## config.mk

```make
export PLATFORM = sky130hd
export DESIGN_NAME = key_debouncer
export DESIGN_NICKNAME = d
export VERILOG_FILES = /design/src/rtl/key_debouncer_pkg.sv /design/src/rtl/key_debounce_cell.sv /design/src/rtl/key_debouncer.sv
export SDC_FILE = /design/constraint.sdc
export NUM_CORES = 1
export LEC_CHECK = 0
export BUFFER_PORTS_ARGS = -buffer_cell sky130_fd_sc_hd__buf_4
export CAP_MARGIN = 10
export CORE_MARGIN = 2
export CORE_UTILIZATION = 60
export DETAILED_ROUTE_END_ITERATION = 10
export PLACE_DENSITY = 0.78
export SLEW_MARGIN = 20
export SYNTH_ARGS = -nofsm -noshare
export SYNTH_HDL_FRONTEND = slang
export SYNTH_HIERARCHICAL = 1
export SYNTH_SLANG_ARGS = --single-unit
```

## constraint.sdc

```tcl
create_clock -name clk -period 2.2 [get_ports clk]
set_clock_uncertainty 0.2 [all_clocks]
set_input_delay 0.33 -clock clk [delete_from_list [all_inputs] [get_ports clk]]
set_output_delay 0.33 -clock clk [all_outputs]
set_load 0.02 [all_outputs]
```

## src/rtl/key_debouncer_pkg.sv

```systemverilog
// Shared types and helpers for the stopwatch front-panel key debouncer.
package key_debouncer_pkg;

    typedef enum logic {
        IDLE = 1'b0,
        HELD = 1'b1
    } key_state_e;

    // Milliseconds to clock cycles, never below two so counters keep at least one bit.
    function automatic int unsigned ms_to_cycles(input int unsigned freq, input int unsigned ms);
        int unsigned cycles;
        cycles = freq / 1000 * ms;
        return (cycles < 2) ? 2 : cycles;
    endfunction

endpackage

```

## src/rtl/key_debounce_cell.sv

```systemverilog
// One key: 2-flop synchroniser, stability counter, IDLE/HELD FSM.
// Optional auto-repeat counter in HELD when KEY_AUTOREPEAT_EN is defined.
module key_debounce_cell
    import key_debouncer_pkg::*;
#(
    parameter int unsigned DEBOUNCE_CYCLES = 4
`ifdef KEY_AUTOREPEAT_EN
    ,
    parameter int unsigned REPEAT_DELAY_CYCLES  = 10,
    parameter int unsigned REPEAT_PERIOD_CYCLES = 5
`endif
) (
    input  logic clk,
    input  logic reset_n,
    input  logic key,
    output logic pressed,
    output logic released,
    output logic held
);

    localparam int unsigned CNT_W = $clog2(DEBOUNCE_CYCLES);

    logic [1:0]       sync_q;
    logic             s;
    logic             level_q;
    logic             accept_q;
    logic [CNT_W-1:0] cnt_q;

    key_state_e state_q, state_d;
    logic       pressed_d, released_d;

`ifdef KEY_AUTOREPEAT_EN
    localparam int unsigned REP_W      = $clog2(REPEAT_DELAY_CYCLES);
    localparam int unsigned REP_RELOAD = REPEAT_DELAY_CYCLES - REPEAT_PERIOD_CYCLES;
    logic [REP_W-1:0] rep_q, rep_d;
`endif

    assign s    = ~sync_q[1];
    assign held = (state_q == HELD);

    // Synchroniser and stability counter; accept_q flags a newly accepted level for one cycle.
    always_ff @(posedge clk or negedge reset_n) begin
        if (!reset_n) begin
            sync_q   <= 2'b11;
            level_q  <= 1'b0;
            cnt_q    <= '0;
            accept_q <= 1'b0;
        end else begin
            sync_q   <= {sync_q[0], key};
            accept_q <= 1'b0;
            if (s == level_q) begin
                cnt_q <= '0;
            end else if (cnt_q == CNT_W'(DEBOUNCE_CYCLES - 1)) begin
                cnt_q    <= '0;
                level_q  <= s;
                accept_q <= 1'b1;
            end else begin
                cnt_q <= cnt_q + CNT_W'(1);
            end
        end
    end

    always_ff @(posedge clk or negedge reset_n) begin
        if (!reset_n) begin
            state_q  <= IDLE;
            pressed  <= 1'b0;
            released <= 1'b0;
`ifdef KEY_AUTOREPEAT_EN
            rep_q    <= '0;
`endif
        end else begin
            state_q  <= state_d;
            pressed  <= pressed_d;
            released <= released_d;
`ifdef KEY_AUTOREPEAT_EN
            rep_q    <= rep_d;
`endif
        end
    end

    // Acceptances alternate, so accept_q alone tells each state to flip.
    always_comb begin
        state_d    = state_q;
        pressed_d  = 1'b0;
        released_d = 1'b0;
`ifdef KEY_AUTOREPEAT_EN
        rep_d      = rep_q;
`endif
        case (state_q)
            IDLE: begin
                if (accept_q) begin
                    state_d   = HELD;
                    pressed_d = 1'b1;
`ifdef KEY_AUTOREPEAT_EN
                    rep_d     = '0;
`endif
                end
            end
            HELD: begin
                if (accept_q) begin
                    state_d    = IDLE;
                    released_d = 1'b1;
`ifdef KEY_AUTOREPEAT_EN
                end else if (rep_q == REP_W'(REPEAT_DELAY_CYCLES - 1)) begin
                    pressed_d = 1'b1;
                    rep_d     = REP_W'(REP_RELOAD);
                end else begin
                    rep_d = rep_q + REP_W'(1);
`endif
                end
            end
        endcase
    end

endmodule

```

## src/rtl/key_debouncer.sv

```systemverilog
// NUM_KEYS independent debounced push buttons for the stopwatch front panel.
// Define KEY_AUTOREPEAT_EN to enable auto-repeat pressed pulses while a key is held.
module key_debouncer
    import key_debouncer_pkg::*;
#(
    parameter int unsigned NUM_KEYS         = 4,
    parameter int unsigned CLOCK_FREQ       = 50000000,
    parameter int unsigned DEBOUNCE_MS      = 10,
    parameter int unsigned REPEAT_DELAY_MS  = 500,
    parameter int unsigned REPEAT_PERIOD_MS = 100
) (
    input  logic                clk,
    input  logic                reset_n,
    input  logic [NUM_KEYS-1:0] keys,
    output logic [NUM_KEYS-1:0] pressed,
    output logic [NUM_KEYS-1:0] released,
    output logic [NUM_KEYS-1:0] held
);

    localparam int unsigned DEBOUNCE_CYCLES = ms_to_cycles(CLOCK_FREQ, DEBOUNCE_MS);

    // The repeat reload assumes the period never exceeds the initial delay.
    if (REPEAT_PERIOD_MS == 0 || REPEAT_PERIOD_MS > REPEAT_DELAY_MS) begin : g_bad_repeat_cfg
        $error("key_debouncer: REPEAT_PERIOD_MS must be in 1..REPEAT_DELAY_MS");
    end

    for (genvar i = 0; i < NUM_KEYS; i++) begin : g_key
        key_debounce_cell #(
            .DEBOUNCE_CYCLES     (DEBOUNCE_CYCLES)
`ifdef KEY_AUTOREPEAT_EN
            ,
            .REPEAT_DELAY_CYCLES (ms_to_cycles(CLOCK_FREQ, REPEAT_DELAY_MS)),
            .REPEAT_PERIOD_CYCLES(ms_to_cycles(CLOCK_FREQ, REPEAT_PERIOD_MS))
`endif
        ) u_cell (
            .clk     (clk),
            .reset_n (reset_n),
            .key     (keys[i]),
            .pressed (pressed[i]),
            .released(released[i]),
            .held    (held[i])
        );
    end

endmodule

```

==> results of run 1 <==
per-stage QoR:
step	setup slack, ns	instances	cell area, um2
3_3_place_gp	0.1551	584	5157
2_1_floorplan	0.2360	460	4880
3_5_place_dp	0.1224	584	5157
5_1_grt	0.02368	605	5400
4_1_cts	0.1001	605	5400
6_report	0.1054	605	5400
layer usage:
layer	vias up	part of all wire	track usage
li1	1652	-	-
met2	49	0.50	0.3494
met1	1655	0.45	0.2749
met5	-	0	0
met4	0	0.021	0.07609
met3	18	0.028	0.04575
worst min path at each step:
stage | cells past startpoint | endpoint | slack, ns | from
after floorplan | 0 | g_key[0].u_cell/accept_q$_DFF_PN0_ | -0.17 | reset_n
after global placement | 1 | g_key[3].u_cell/accept_q$_DFF_PN0_ | 0.04 | reset_n
after detailed placement | 1 | g_key[3].u_cell/accept_q$_DFF_PN0_ | 0.04 | reset_n
after CTS | 0 | g_key[3].u_cell/sync_q[1]$_DFF_PN1_ | 0.16 | g_key[3].u_cell/sync_q[0]$_DFF_PN1_
after global routing | 0 | g_key[3].u_cell/sync_q[1]$_DFF_PN1_ | 0.16 | g_key[3].u_cell/sync_q[0]$_DFF_PN1_
final | 0 | g_key[3].u_cell/sync_q[1]$_DFF_PN1_ | 0.16 | g_key[3].u_cell/sync_q[0]$_DFF_PN1_
power breakdown:
part	internal [uW]	switching [uW]	total, uW
sequential	1940	23.1	1960
combinational	53.1	86.8	140
clock	560	610	1170
final cells by class:
| cell class | instances | area (um2) | share of cell area |
|---|---|---|---|
| sequential | 104 | 2613 | 0.4838 |
| multi-input combinational | 312 | 2007 | 0.3716 |
| timing repair buffer | 35 | 325.3 | 0.06024 |
| clock buffer | 13 | 148.9 | 0.02757 |
| inverter | 36 | 135.1 | 0.02502 |
| tap | 102 | 127.6 | 0.02363 |
| clock inverter | 3 | 43.79 | 0.008109 |
synthesized netlist by cell type:
cell type | number | share of area
xnor2_1 | 36 | 0.065
nand4b_1 | 4 | 0.0072
nand3_1 | 20 | 0.021
nand2_1 | 32 | 0.025
and4_1 | 4 | 0.0072
dfstp_2 | 8 | 0.043
nor3_1 | 12 | 0.012
o21ai_0 | 4 | 0.0041
nand4_1 | 24 | 0.031
xor2_1 | 20 | 0.036
ha_1 | 12 | 0.031
buf_6 | 4 | 0.0092
and2_1 | 4 | 0.0051
nor4_2 | 8 | 0.021
buf_12 | 4 | 0.016
a21oi_1 | 16 | 0.016
nand4bb_1 | 4 | 0.0092
inv_1 | 36 | 0.028
nor4_1 | 12 | 0.015
or4b_1 | 4 | 0.0082
mux2i_1 | 4 | 0.0082
a21o_1 | 4 | 0.0062
or4_1 | 8 | 0.012
nor2_1 | 68 | 0.052
dfrtp_1 | 96 | 0.49
nor2b_1 | 4 | 0.0051
a31o_2 | 8 | 0.014
flip-flops by register name (all words and copies together), names as in the netlist:
signal,flops
g_key.u_cell/pressed,4
g_key.u_cell/accept_q,4
g_key.u_cell/held,4
g_key.u_cell/cnt_q,76
g_key.u_cell/sync_q,8
g_key.u_cell/level_q,4
g_key.u_cell/released,4
kinds of logic after synthesis:
logic type,after synthesis,synth area share
AO/OA/AOI/OAI,32,0.04103
XOR/XNOR,56,0.1005
adder cells (fa/ha/maj),12,0.03077
buffers and inverters,44,0.05333
flip-flops,104,0.5354
multiplexers,4,0.008205
AND/OR/NAND/NOR,208,0.2308
timing repair:
item / CTS / global route
hold buffers: 5 / 0
endpoints found under the setup margin: 0 / 2
hold endpoints to repair: 42 / 0
cells in the final DEF, fill, tap and decap left out, types with 10 or more instances in the layout:
cell      Yosys  final
clkbuf_8      0     10
a21oi_1      16     16
nor2_1       68     68
nand2_1      32     32
nor4_1       12     12
buf_4         0     26
inv_1        36     36
nand3_1      20     20
ha_1         12     12
dfrtp_1      96     96
nand4_1      24     24
xor2_1       20     20
xnor2_1      36     36
nor3_1       12     12
worst max-delay path, delay by kind of cell, from the launching register on:
family | cells | cell delay, ns
compound gates | 1 | 0.23
buf+inv | 1 | 0.18
flops | 1 | 0.42
simple gates | 3 | 0.93
==> run summary, run 1 <==
The path class of the tightest hold or removal check is reg2reg. In this run, the number of DRC markers left after iteration 0 of detailed routing was 111. The floorplan step set the die width to 94.18 um.

The maximum operating frequency was 477.4 MHz; the required time of the critical path was 2.25 ns. In the routed layout, each cell is associated on average with a via count of 5.577. Endpoint class of the critical path: a flop. Walking the worst path, the cells encountered are or4_1 > nor4_2 > a21o_1 > buf_4 > nor2_1. For this run, the post-layout net count is 516. Buffers placed on the I/O ports in this run total 17.

Counting the fill cells in the layout gives 585. In this run the remaining antenna-violating nets after routing total 0. The synthesized netlist contains 27 unique library cells. Routability-driven placement finished with a final weighted congestion of 0.8590.

The cell with the largest stage delay on the worst path is or4_1. In this run the vertical extent of the chip is 94.18 um. In this run the critical register-to-register path is captured at g_key[1].u_cell/cnt_q[8]$_DFF_PN0_. Setup violations remaining at the end of the flow were counted as 0. The logs give 47 for the largest net degree at the start of global routing and 0.1594 ns for the smallest hold slack. The detailed placer's ending HPWL is 5.913 mm, and the share of the core filled with cells in the final layout is 0.6917.

In this run the worst path has a maximum fanout of 8. The global-route wire length before repair was 14.66 mm; the placeable core region was 7807 um2. The mean area per synthesized cell is 10.61 um2, and the layout cell share with drive strength beyond 1 is 0.1332. The final routed wire length divided by cell count was 14.05 um. Setup repair after global routing left no endpoint under its margin. Clock latency on the worst-skew pair: 0.36 ns. The synthesized design contains 104 register bits.

At the pin with the least slew margin, the transition time is 0.5750 ns. 18 I/O pins were placed. The logs give 0 for the sum of overflow across all layers after global routing and 4 for the first-pass iteration count of the detailed router.

Clock-pin slew was measured on the worst setup and hold paths at 0.10 ns. Total power consumption of the routed design: 3274 uW. The analysis attributes to cell leakage a power of 0.002319 uW. The tools report the termination of the worst setup path as g_key[1].u_cell/cnt_q[8]$_DFF_PN0_. Once the clock tree was built, the resizer swapped 0 gates to a different size.

Cell count after synthesis: 460. Counting I/O delays and the setup requirement, the final critical path takes 2.095 ns. The flow ran to the end, and the final reports show no timing, DRC or antenna violations.

Share of the clock period used by the worst path after layout: 0.9521. The synthesized netlist occupies a cell area of 4880 um2. The classification of the worst setup path is reg2reg. After floorplanning, the core was divided into 32 placement rows. The area growth from synthesis to layout is 10.67%. The number of cells on the worst reg-to-reg path is 5.

For the number of maximum-capacitance constraint violations, the log shows 0. TritonCTS built the clock tree. Post-CTS timing repair inserted 0 buffers for setup. The maximum single-stage delay on the critical path is 0.54 ns. The worst setup path is launched from a flop. The logs give 0.6135 for the headroom to the max-slew limit and 2.14 ns for the data arrival at the endpoint of the critical path.

The global router's overall resource usage came out at 0.2111. The logs give 0 for the initial antenna violation count and 3,256 for the number of global-route vias before repair. The number of remaining DRC errors is 0. For this design the ratio of total power to cell area is 606.2 nW/um2. The setup check on the worst reg-to-reg path leaves a slack of 0.11 ns. The total nets after synthesis is 478. The number of hold violations in the final report is 0, and the number of warnings reported in the yosys synthesis log is 6. The logs give 0.5354 for the sequential share of the synthesized area and 0 for the number of antenna cells inserted.

The run gives 8870 um2 as the area of the die. The initial core utilization is 0.6250. The routed layout has 3,374 vias. TritonCTS created 9 clock buffers.

The final max-slew violation count was 0; the final total negative setup slack was 0 ns. The startpoint of the most critical register-to-register path was g_key[1].u_cell/cnt_q[14]$_DFF_PN0_. The tree is rooted in a clkbuf_8. The total wire length is 8.499 mm. The longest clock path from root to sink contains 2 buffers.

The worst-case vdd ir drop is 0.0004294 V, and the number of sinks on the clock net is 104. In this run the worst setup path begins at g_key[1].u_cell/cnt_q[14]$_DFF_PN0_. The H-tree depth is 3.
Note: power is estimated with default switching activity, not from simulation.
==> inputs of run 2 (changes only) <==
- CORE_UTILIZATION: 60 -> 56
- PLACE_DENSITY: 0.78 -> 0.76
- clock period: 2.2 -> 1.9 ns (I/O delays scaled with it)
==> run 2 against run 1 <==
Compared with the run above:
- clock power up 19%
- sequential share of layout area down 5.6 points
- register-to-register slack worse by 0.26 ns
- worst setup slack worse by 0.26 ns
- sequential power up 16%
- final cell count up 9.3%
- the run now ends with setup timing left
==> run summary, run 2 (same netlist as run 1, synthesis figures left out) <==
The overall die width came out at 97.35 um (was 94.18 um). The run gives 0 (unchanged) as the number of maximum-capacitance constraint violations. The endpoint class of the critical path is a flop (unchanged). The headroom to the max-slew limit is 0.7598 (was 0.6135).

The maximum operating frequency is 485.9 MHz (was 477.4 MHz). H-tree depth: 3 (unchanged). The share of the clock period used by the worst path after layout came out at 1.083 (was 0.9521). Number of remaining DRC errors: 0 (unchanged). The I/O pin count was 18 (unchanged). The power density relative to cell area is 634.7 nW/um2 (was 606.2 nW/um2), and the number of port buffers is 17 (unchanged). The transition time of the tightest slew-check pin was 0.3570 ns (was 0.5750 ns); the total wire length was 10.16 mm (was 8.499 mm). The die outline height is 97.35 um (was 94.18 um), and the instance area after placement is 5445 um2 (was 5157 um2). The required time of the critical path came out at 1.95 ns (was 2.25 ns).

The met2 capacity usage during global routing is 0.3590 (was 0.3494), and the layout cell share with drive strength beyond 1 is 0.3237 (was 0.1332). The initial core utilization is 0.5679 (was 0.6250), and the count of standard-cell rows is 34 (was 32). For the number of sinks on the clock net, the log shows 104 (unchanged). The path category of the worst min-delay check is in2async (was reg2reg). The data arrival at the endpoint of the critical path was 2.11 ns (was 2.14 ns).

The tools report the global-route met1 utilization as 0.2696 (was 0.2749). The number of hold violations in the final report was 0 (unchanged). The number of flip-flops under the largest register name was 76 (unchanged); the residual antenna-violating net count after detailed routing was 0 (unchanged). The clock edge transition at the registers on the reported setup and hold paths came out at 0.10 ns (about the same).

The register area is 2613 um2 (unchanged), and the clock latency on the worst-skew pair is 0.36 ns (about the same). The routability congestion estimate from global placement is 0.8082 (was 0.8590). The flow ran to the end, but the final reports show violations.

The first-pass iteration count of the detailed router is 4 (unchanged). The number of antenna cells inserted came out at 0 (unchanged). The run gives 16.44 mm (was 14.66 mm) as the global-route wire length before repair. The logs give 138 (was 111) for the violation count after the first detailed-route iteration and 9 (unchanged) for the CTS buffer count. The biggest fanout along the worst timing path came out at 6 (was 8). The detail-routed via count per cell came out at 5.474 (was 5.577). The multi-input combinational cell area came out at 2266 um2 (was 2007 um2).

The layout-stage area growth over the synthesis result works out to 25.15% (was 10.67%). Top flop regs: g_key.u_cell/cnt_q x76, g_key.u_cell/sync_q x8 (unchanged). The met3 routing resource usage after global routing is 0.04892 (was 0.04575). TritonCTS built the clock tree.

The total power consumption of the routed design came out at 3876 uW (was 3274 uW). Register with the most flip-flops: g_key.u_cell/cnt_q (unchanged). For the area of all placed cells without fillers, the log shows 6107 um2 (was 5400 um2). The classification of the worst setup path was reg2reg (unchanged). The total vias in the final route is 3,618 (was 3,374). The tools report the clock root buffer as clkbuf_8 (unchanged).

The checks that failed: setup timing. The placeable core region came out at 8593 um2 (was 7807 um2). The final max-slew violation count is 0 (unchanged). The leakage power of the design came out at 0.002600 uW (was 0.002319 uW). The minimum period implied by the final worst setup slack was 2.058 ns (was 2.095 ns).

For the number of global-route vias before repair, the log shows 3,582 (was 3,256). The placement-stage worst setup slack was -0.1098 ns (was 0.1224 ns). The most frequent standard cell in the layout excluding fill and tap cells was dfrtp_1 (unchanged). The post-route worst setup slack is -0.1579 ns (was 0.1054 ns). Most used routing layer in global routing: met2 (unchanged).

Most frequent cells in the layout: dfrtp_1, buf_4, nor2_1, inv_1, xnor2_1 (was dfrtp_1, nor2_1, inv_1, xnor2_1, nand2_1). The maximum number of buffers from clock root to sink is 2 (unchanged). The net total in the final layout came out at 566 (was 516). The run gives 9476 um2 (was 8870 um2) as the area of the die. Smallest hold slack: 0.09295 ns (was 0.1594 ns). The detailed placer's ending HPWL was 6.353 mm (was 5.913 mm). The worst-case vdd ir drop came out at 0.0004082 V (was 0.0004294 V).

The logs give 0.7107 (was 0.6917) for the share of the core filled with cells in the final layout and 566 (was 585) for the number of fill cells. The final setup violation count is 74 (was 0). The run gives 0 (unchanged) as the sum of overflow across all layers after global routing. The run gives 52 (was 47) as the largest net degree at the start of global routing. Setup repair after global routing could not meet its margin everywhere. The critical path launch point type is a flop (unchanged). For the global router's overall resource usage, the log shows 0.2114 (was 0.2111).

The initial antenna violation count was 0 (unchanged); the final routed wire length divided by cell count was 15.37 um (was 14.05 um).
run 2: cell count changes in the layout (fill, tap and decap cells not counted), sizes merged:
| cell | delta |
|---|---|
| inv | +1 |
| buf | +48 |
| clkbuf | -1 |
| clkinvlp | +2 |
run 2: through the flow:
step | instances | setup TNS (ns)
2_1_floorplan | 460 | -2.044
3_3_place_gp | 629 | -3.162
4_1_cts | 654 | -5.464
3_5_place_dp | 629 | -5.097
6_report | 661 | -8.201
5_1_grt | 661 | -11.93
run 2: worst max-delay path: stages, from the launching register on:
cell     delay (ns)
dfrtp_1        0.39
or4b_4         0.56
nor4_4         0.32
a21o_1         0.26
buf_6          0.18
nor2_2         0.05
run 2: final cells by class:
type,count,share of cell area
Timing Repair Buffer,85,0.1233
Tap cell,108,0.02213
Multi-Input combinational cell,312,0.3710
Sequential cell,104,0.4278
Clock buffer,10,0.02254
Inverter,36,0.02213
Clock inverter,6,0.01106
run 2: layer usage:
| metal | share of wire | wire length [um] | vias up |
|---|---|---|---|
| met1 | 0.43 | 4410 | 1803 |
| met5 | 0 | 0 | - |
| met3 | 0.024 | 246 | 18 |
| li1 | - | - | 1748 |
| met2 | 0.52 | 5330 | 49 |
| met4 | 0.017 | 172 | 0 |
run 2: final timing paths:
kind,start,to,slack [ns],cells past startpoint
max,g_key[3].u_cell/cnt_q[9]$_DFF_PN0_,g_key[3].u_cell/cnt_q[2]$_DFF_PN0_,-0.16,5
min,reset_n,g_key[3].u_cell/pressed$_DFF_PN0_,0.09,2
max reg2reg,g_key[3].u_cell/cnt_q[9]$_DFF_PN0_,g_key[3].u_cell/cnt_q[2]$_DFF_PN0_,-0.16,5
min reg2reg,g_key[2].u_cell/sync_q[0]$_DFF_PN1_,g_key[2].u_cell/sync_q[1]$_DFF_PN1_,0.16,0
max in group asynchronous,reset_n,g_key[1].u_cell/sync_q[0]$_DFF_PN1_,0.86,3
min in group clk,g_key[2].u_cell/sync_q[0]$_DFF_PN1_,g_key[2].u_cell/sync_q[1]$_DFF_PN1_,0.16,0
run 2: timing repair:
action | 4_1_cts | 5_1_grt
pin swaps | 12 | 17
cloned | 1 | 3
hold buffers | 5 | 0
resized for setup | 36 | 43
setup buffers | 3 | 4
endpoints found under the setup margin | 72 | 78
endpoints found under the hold margin | 102 | 0
run 2: power by group:
| group | switching, uW | internal (uW) | total [uW] |
|---|---|---|---|
| clock network | 743 | 650 | 1390 |
| registers | 28.5 | 2250 | 2280 |
| logic | 125 | 82.8 | 207 |
